--- src/rtl/pipe_hazard_ctrl.sv ---
// rtl/pipe_hazard_ctrl.sv - pipeline stall/flush control with load-use, branch squash, MDU freeze
module pipe_hazard_ctrl #(
    parameter int MDU_CYCLES = 32,
    parameter int CNT_W      = 16
) (
    input  logic             i_clk,
    input  logic             i_rst,
    input  logic [4:0]       i_id_rs,
    input  logic [4:0]       i_id_rt,
    input  logic             i_id_uses_rt,
    input  logic             i_ex_memread,
    input  logic [4:0]       i_ex_rt,
    input  logic             i_ex_branch_taken,
    input  logic             i_ex_mdu_start,
    output logic             o_pc_en,
    output logic             o_ifid_en,
    output logic             o_idex_en,
    output logic             o_exmem_en,
    output logic             o_memwb_en,
    output logic             o_ifid_flush,
    output logic             o_idex_flush,
    output logic             o_exmem_flush,
    output logic             o_mdu_done,
    output logic             o_busy,
    output logic [CNT_W-1:0] o_stall_count
);
    localparam int MW = $clog2(MDU_CYCLES + 1);
    localparam logic [MW-1:0] MCNT_INIT = MW'(MDU_CYCLES - 1);

    typedef enum logic {S_RUN, S_MDU_BUSY} state_t;

    state_t           r_state;
    logic [MW-1:0]    r_mcnt;
    logic [CNT_W-1:0] r_stall_count;

    logic w_lu;
    logic w_mcnt_zero;

    assign w_lu = i_ex_memread && (i_ex_rt != 5'd0) &&
                  ((i_ex_rt == i_id_rs) || (i_id_uses_rt && (i_ex_rt == i_id_rt)));
    assign w_mcnt_zero = (r_mcnt == '0);

    always_comb begin
        o_pc_en       = 1'b0;
        o_ifid_en     = 1'b0;
        o_idex_en     = 1'b0;
        o_exmem_en    = 1'b0;
        o_memwb_en    = 1'b0;
        o_ifid_flush  = 1'b0;
        o_idex_flush  = 1'b0;
        o_exmem_flush = 1'b0;
        o_mdu_done    = 1'b0;
        o_busy        = 1'b0;
        if (!i_rst) begin
            if (r_state == S_RUN) begin
                o_pc_en    = 1'b1;
                o_ifid_en  = 1'b1;
                o_idex_en  = 1'b1;
                o_exmem_en = 1'b1;
                o_memwb_en = 1'b1;
                // MDU start outranks branch, which outranks load-use
                if (i_ex_mdu_start) begin
                    o_pc_en       = 1'b0;
                    o_ifid_en     = 1'b0;
                    o_idex_en     = 1'b0;
                    o_exmem_flush = 1'b1;
                end else if (i_ex_branch_taken) begin
                    o_ifid_flush = 1'b1;
                    o_idex_flush = 1'b1;
                end else if (w_lu) begin
                    o_pc_en      = 1'b0;
                    o_ifid_en    = 1'b0;
                    o_idex_flush = 1'b1;
                end
            end else begin
                o_exmem_en    = 1'b1;
                o_exmem_flush = 1'b1;
                o_memwb_en    = 1'b1;
                o_busy        = 1'b1;
                // exit cycle: MDU op leaves EX while PC/IF still hold this edge
                if (w_mcnt_zero) begin
                    o_mdu_done = 1'b1;
                    o_idex_en  = 1'b1;
                end
            end
        end
    end

    always_ff @(posedge i_clk) begin
        if (i_rst) begin
            r_state       <= S_RUN;
            r_mcnt        <= '0;
            r_stall_count <= '0;
        end else begin
            if (!o_pc_en && (r_stall_count != {CNT_W{1'b1}}))
                r_stall_count <= r_stall_count + 1'b1;
            case (r_state)
                S_RUN: begin
                    if (i_ex_mdu_start) begin
                        r_state <= S_MDU_BUSY;
                        r_mcnt  <= MCNT_INIT;
                    end
                end
                S_MDU_BUSY: begin
                    if (w_mcnt_zero)
                        r_state <= S_RUN;
                    else
                        r_mcnt <= r_mcnt - MW'(1);
                end
                default: r_state <= S_RUN;
            endcase
        end
    end

    assign o_stall_count = r_stall_count;
endmodule

--- config.mk ---
export PLATFORM = sky130hd
export DESIGN_NAME = pipe_hazard_ctrl
export DESIGN_NICKNAME = d
export VERILOG_FILES = /design/src/rtl/pipe_hazard_ctrl.sv
export SDC_FILE = /design/constraint.sdc
export NUM_CORES = 1
export LEC_CHECK = 0
export ABC_AREA = 1
export BUFFER_PORTS_ARGS = -buffer_cell sky130_fd_sc_hd__buf_2
export CAP_MARGIN = 30
export CORE_ASPECT_RATIO = 1.75
export CORE_UTILIZATION = 40
export CTS_CLUSTER_DIAMETER = 200
export DETAILED_ROUTE_END_ITERATION = 8
export SLEW_MARGIN = 20
export SYNTH_ARGS = -nofsm -noshare
export SYNTH_HDL_FRONTEND = slang
export SYNTH_SLANG_ARGS = --single-unit
--- constraint.sdc ---
create_clock -name i_clk -period 2.6 [get_ports i_clk]
set_input_delay 0.78 -clock i_clk [delete_from_list [all_inputs] [get_ports i_clk]]
set_output_delay 0.78 -clock i_clk [all_outputs]
set_load 0.05 [all_outputs]
==> flow_summary_export.csv <==
group,metric,value,unit
sta,timing.fmax,393,MHz
placement,placedInstanceArea,1860,µm²
pwr,p_per_area,408,nW/µm²
clocking,cts.reportedPaths.clkPinSlew,0.08,ns
logic_synthesis,synth-async-reset-ratio,0,%
pwr,p_int,563,µW
cells_and_area,fillers,385,
pwr,pwr-share-clk,26.3,%
die,die-area,4160,µm²
logic_synthesis,synth_edf_count,0,
clocking,cts_inserted_buffers,3,
sta,slew_headroom,78.1,%
routing,route.detailed.drc,0,
cells_and_area,stdcell_area,2060,µm²
flow_run,cap_violations,0,
logic_synthesis,syn_nets,265,
clocking,cts_root_buffer,"clkbuf_8",
pwr,netSwitchingFraction,33.0,%
logic_synthesis,ys.flop_type,"dfxtp_1",
clocking,htreeDepth,1,
cells_and_area,multiInputGateArea,987,µm²
cells_and_area,mostFrequentLayoutCells,"53 x nand2_1, 34 x buf_2, 28 x nand3_1",
die,die_h,84.6,µm
critical_path,startpoint_type,"input port",
cells_and_area,fin_nets,317,
die,start_util,42.5,%
cells_and_area,final_core_util,56.2,%
logic_synthesis,synth_compound_gate_area_share,12.0,%
critical_path,crit_fanout,4,
global_routing,grt_pass1_wl,6.38,mm
critical_path,crit_chain,"buf_6 > inv_2 > buf_4 > nand4_1 > o21ai_1 > inv_1 > nand3_4 > nand2_4 > clkinvlp_4 > buf_8",
clocking,numClockSinks,23,
sta,setup_viol,0,
logic_synthesis,yosysUniqueCellTypes,27,
routing,dr.pass1.iters,4,
critical_path,worstSetupPathType,"in2out",
min_path,min_path_type,"reg2reg",
routing,vias,1663,
sta,worst_slew_pin_slew,0.326,ns
critical_path,cp.arrival,1.76,ns
routing,wire_per_inst,11.1,µm
sta,maxSlewViolCount,0,
logic_synthesis,yosys.area_share.simple,37.4,%
global_routing,grt_remaining_overflow,0,
logic_synthesis,synthAdderAreaFrac,1.61,%
placement,place_ws,-0.0215,ns
cells_and_area,area_growth,32.1,%
logic_synthesis,ys_warn_count,0,
logic_synthesis,netlist_area,1560,µm²
pwr,p_comb_share,27.9,%
placement,gp_congestion,0.819,
logic_synthesis,ys_seq_area_share,29.6,%
placement,dpl.hpwl,2.86,mm
clocking,clk_path_buf_depth,2,
sta,post-route-period-util,97.8,%
logic_synthesis,synth_xor_area_share,8.43,%
die,core,3660,µm²
global_routing,first_global_vias,1588,
sta,period_minus_slack,2.54,ns
global_routing,grt_max_degree,19,
pwr,p_total,840,µW
cells_and_area,diodes,0,
status,outcome,"complete, no violations",
logic_synthesis,synthMuxAreaShare,0,%
die,io-pin-count,47,
cells_and_area,ff_latch_area,460,µm²
global_routing,track_usage,19.4,%
routing,ant_nets,0,
pwr,peakVddDrop,0.298,mV
logic_synthesis,synth-seq-cells,23,
die,die_x,49.2,µm
logic_synthesis,syn_inst,242,
pwr,seqPwrFrac,45.8,%
sta,skew,0.00505,ns
placement,numPortBuffers,46,
clocking,clk_latency,0.26,ns
sta,worst_slack,0.0569,ns
logic_synthesis,syn_avg_cell_area,6.44,µm²
pwr,p_leak,0.945,nW
cells_and_area,final_layout_size_suffix_gt1_share,33.4,%
sta,finalHoldViolCount,0,
global_routing,grt_antenna_before_repair,0,
critical_path,cp.required,1.82,ns
sta,rsz0062_at_grt,"yes",
pwr,p_switching,277,µW
routing,routed_via_density,4.91,
logic_synthesis,synth_top_family_by_area,"simple AND/OR/NAND/NOR gates",
routing,drt_iter0_markers,28,
critical_path,max_stage_delay,0.14,ns
critical_path,crit_path_top_delay_cell,"buf_8",
critical_path,worstSetupEndpointType,"output pin",
clocking,cts_tree,"built",
die,rows,29,
cells_and_area,mostFrequentLayoutCell,"nand2_1",
routing,routed_wl,3.77,mm
[worst paths after layout]
| check | from | end | slack, ns | depth (start not counted) |
|---|---|---|---|---|
| worst max register to register | o_stall_count[0]$_SDFFE_PP0P_ | o_stall_count[3]$_SDFFE_PP0P_ | 0.66 | 9 |
| worst max-delay path | i_ex_rt[3] | o_ifid_en | 0.06 | 10 |
| worst min-delay path | o_stall_count[7]$_SDFFE_PP0P_ | o_stall_count[7]$_SDFFE_PP0P_ | 0.51 | 2 |
| worst min register to register | o_stall_count[7]$_SDFFE_PP0P_ | o_stall_count[7]$_SDFFE_PP0P_ | 0.51 | 2 |
[worst max-delay path, delay by kind of cell]
kind | cells | cell delay (ns)
AOI/OAI and AO/OA | 1 | 0.12
buffers and inverters | 6 | 0.60
and+or+nand+nor | 3 | 0.26
[cell families after synthesis]
family                     after synthesis
AOI/OAI and AO/OA                       29
xor gates and xnor gates                15
adders and majority gates                2
buffers and inverters                   41
DFF                                     23
and+or+nand+nor                        132
[routing by layer]
metal / GRT usage, % / wire, µm / vias to the layer above
li1: - / - / 867
met1: 19.9 / 1480 / 738
met2: 36.2 / 2060 / 50
met3: 2.36 / 140 / 8
met4: 11.0 / 92 / 0
met5: 0 / 0 / -
[registers in the layout (all words and copies together), names as in the netlist]
signal and cells:
o_stall_count 16, r_state 1, r_mcnt 6
[stage by stage]
stage / hold slack (ns) / TNS, ns / cells
2_1_floorplan: 0.470 / -0.261 / 242
3_3_place_gp: 0.488 / -0.0692 / 333
3_5_place_dp: 0.503 / -0.0427 / 333
4_1_cts: 0.517 / 0 / 337
5_1_grt: 0.551 / -0.0227 / 339
6_report: 0.506 / 0 / 339
[synthesized netlist by cell type, types with 3 or more instances]
| cell | number | share of area (%) |
|---|---|---|
| nor3_1 | 3 | 0.96 |
| nand2_1 | 63 | 15 |
| nor2_1 | 28 | 6.7 |
| a21oi_2 | 10 | 5.6 |
| a21oi_1 | 8 | 2.6 |
| xor2_1 | 8 | 4.5 |
| nand3_1 | 29 | 9.3 |
| o21ai_0 | 7 | 2.2 |
| inv_2 | 4 | 0.96 |
| xnor2_1 | 7 | 3.9 |
| inv_1 | 30 | 7.2 |
| a31oi_1 | 3 | 1.2 |
| dfxtp_1 | 23 | 30 |
[power by group through the flow]
| stage | Sequential (mW) | Combinational (mW) | Clock, mW |
|---|---|---|---|
| after detailed placement | 0.393 | 0.209 | 0 |
| after floorplan | 0.406 | 0.138 | 0 |
| final | 0.385 | 0.234 | 0.221 |
| after CTS | 0.385 | 0.211 | 0.235 |
| after global placement | 0.393 | 0.209 | 0 |
| after global routing | 0.389 | 0.258 | 0.245 |
[final cells by class]
cell class	instances	area share, %
repair buffers	54	18.1
flip-flops and latches	23	22.4
clock inverters	1	0.243
inverters	34	6.50
clock buffers	3	2.01
well taps	46	2.80
multi-input cells	178	48.0
[repair_timing]
action | CTS | global route
setup endpoints to repair | 2 | 3
hold buffers | 0 | 0
buffers inserted | 0 | 2
endpoints found under the hold margin | 0 | 0
pin swaps | 0 | 17
gates resized for setup | 4 | 36
Power figures use the tool's default switching activity.
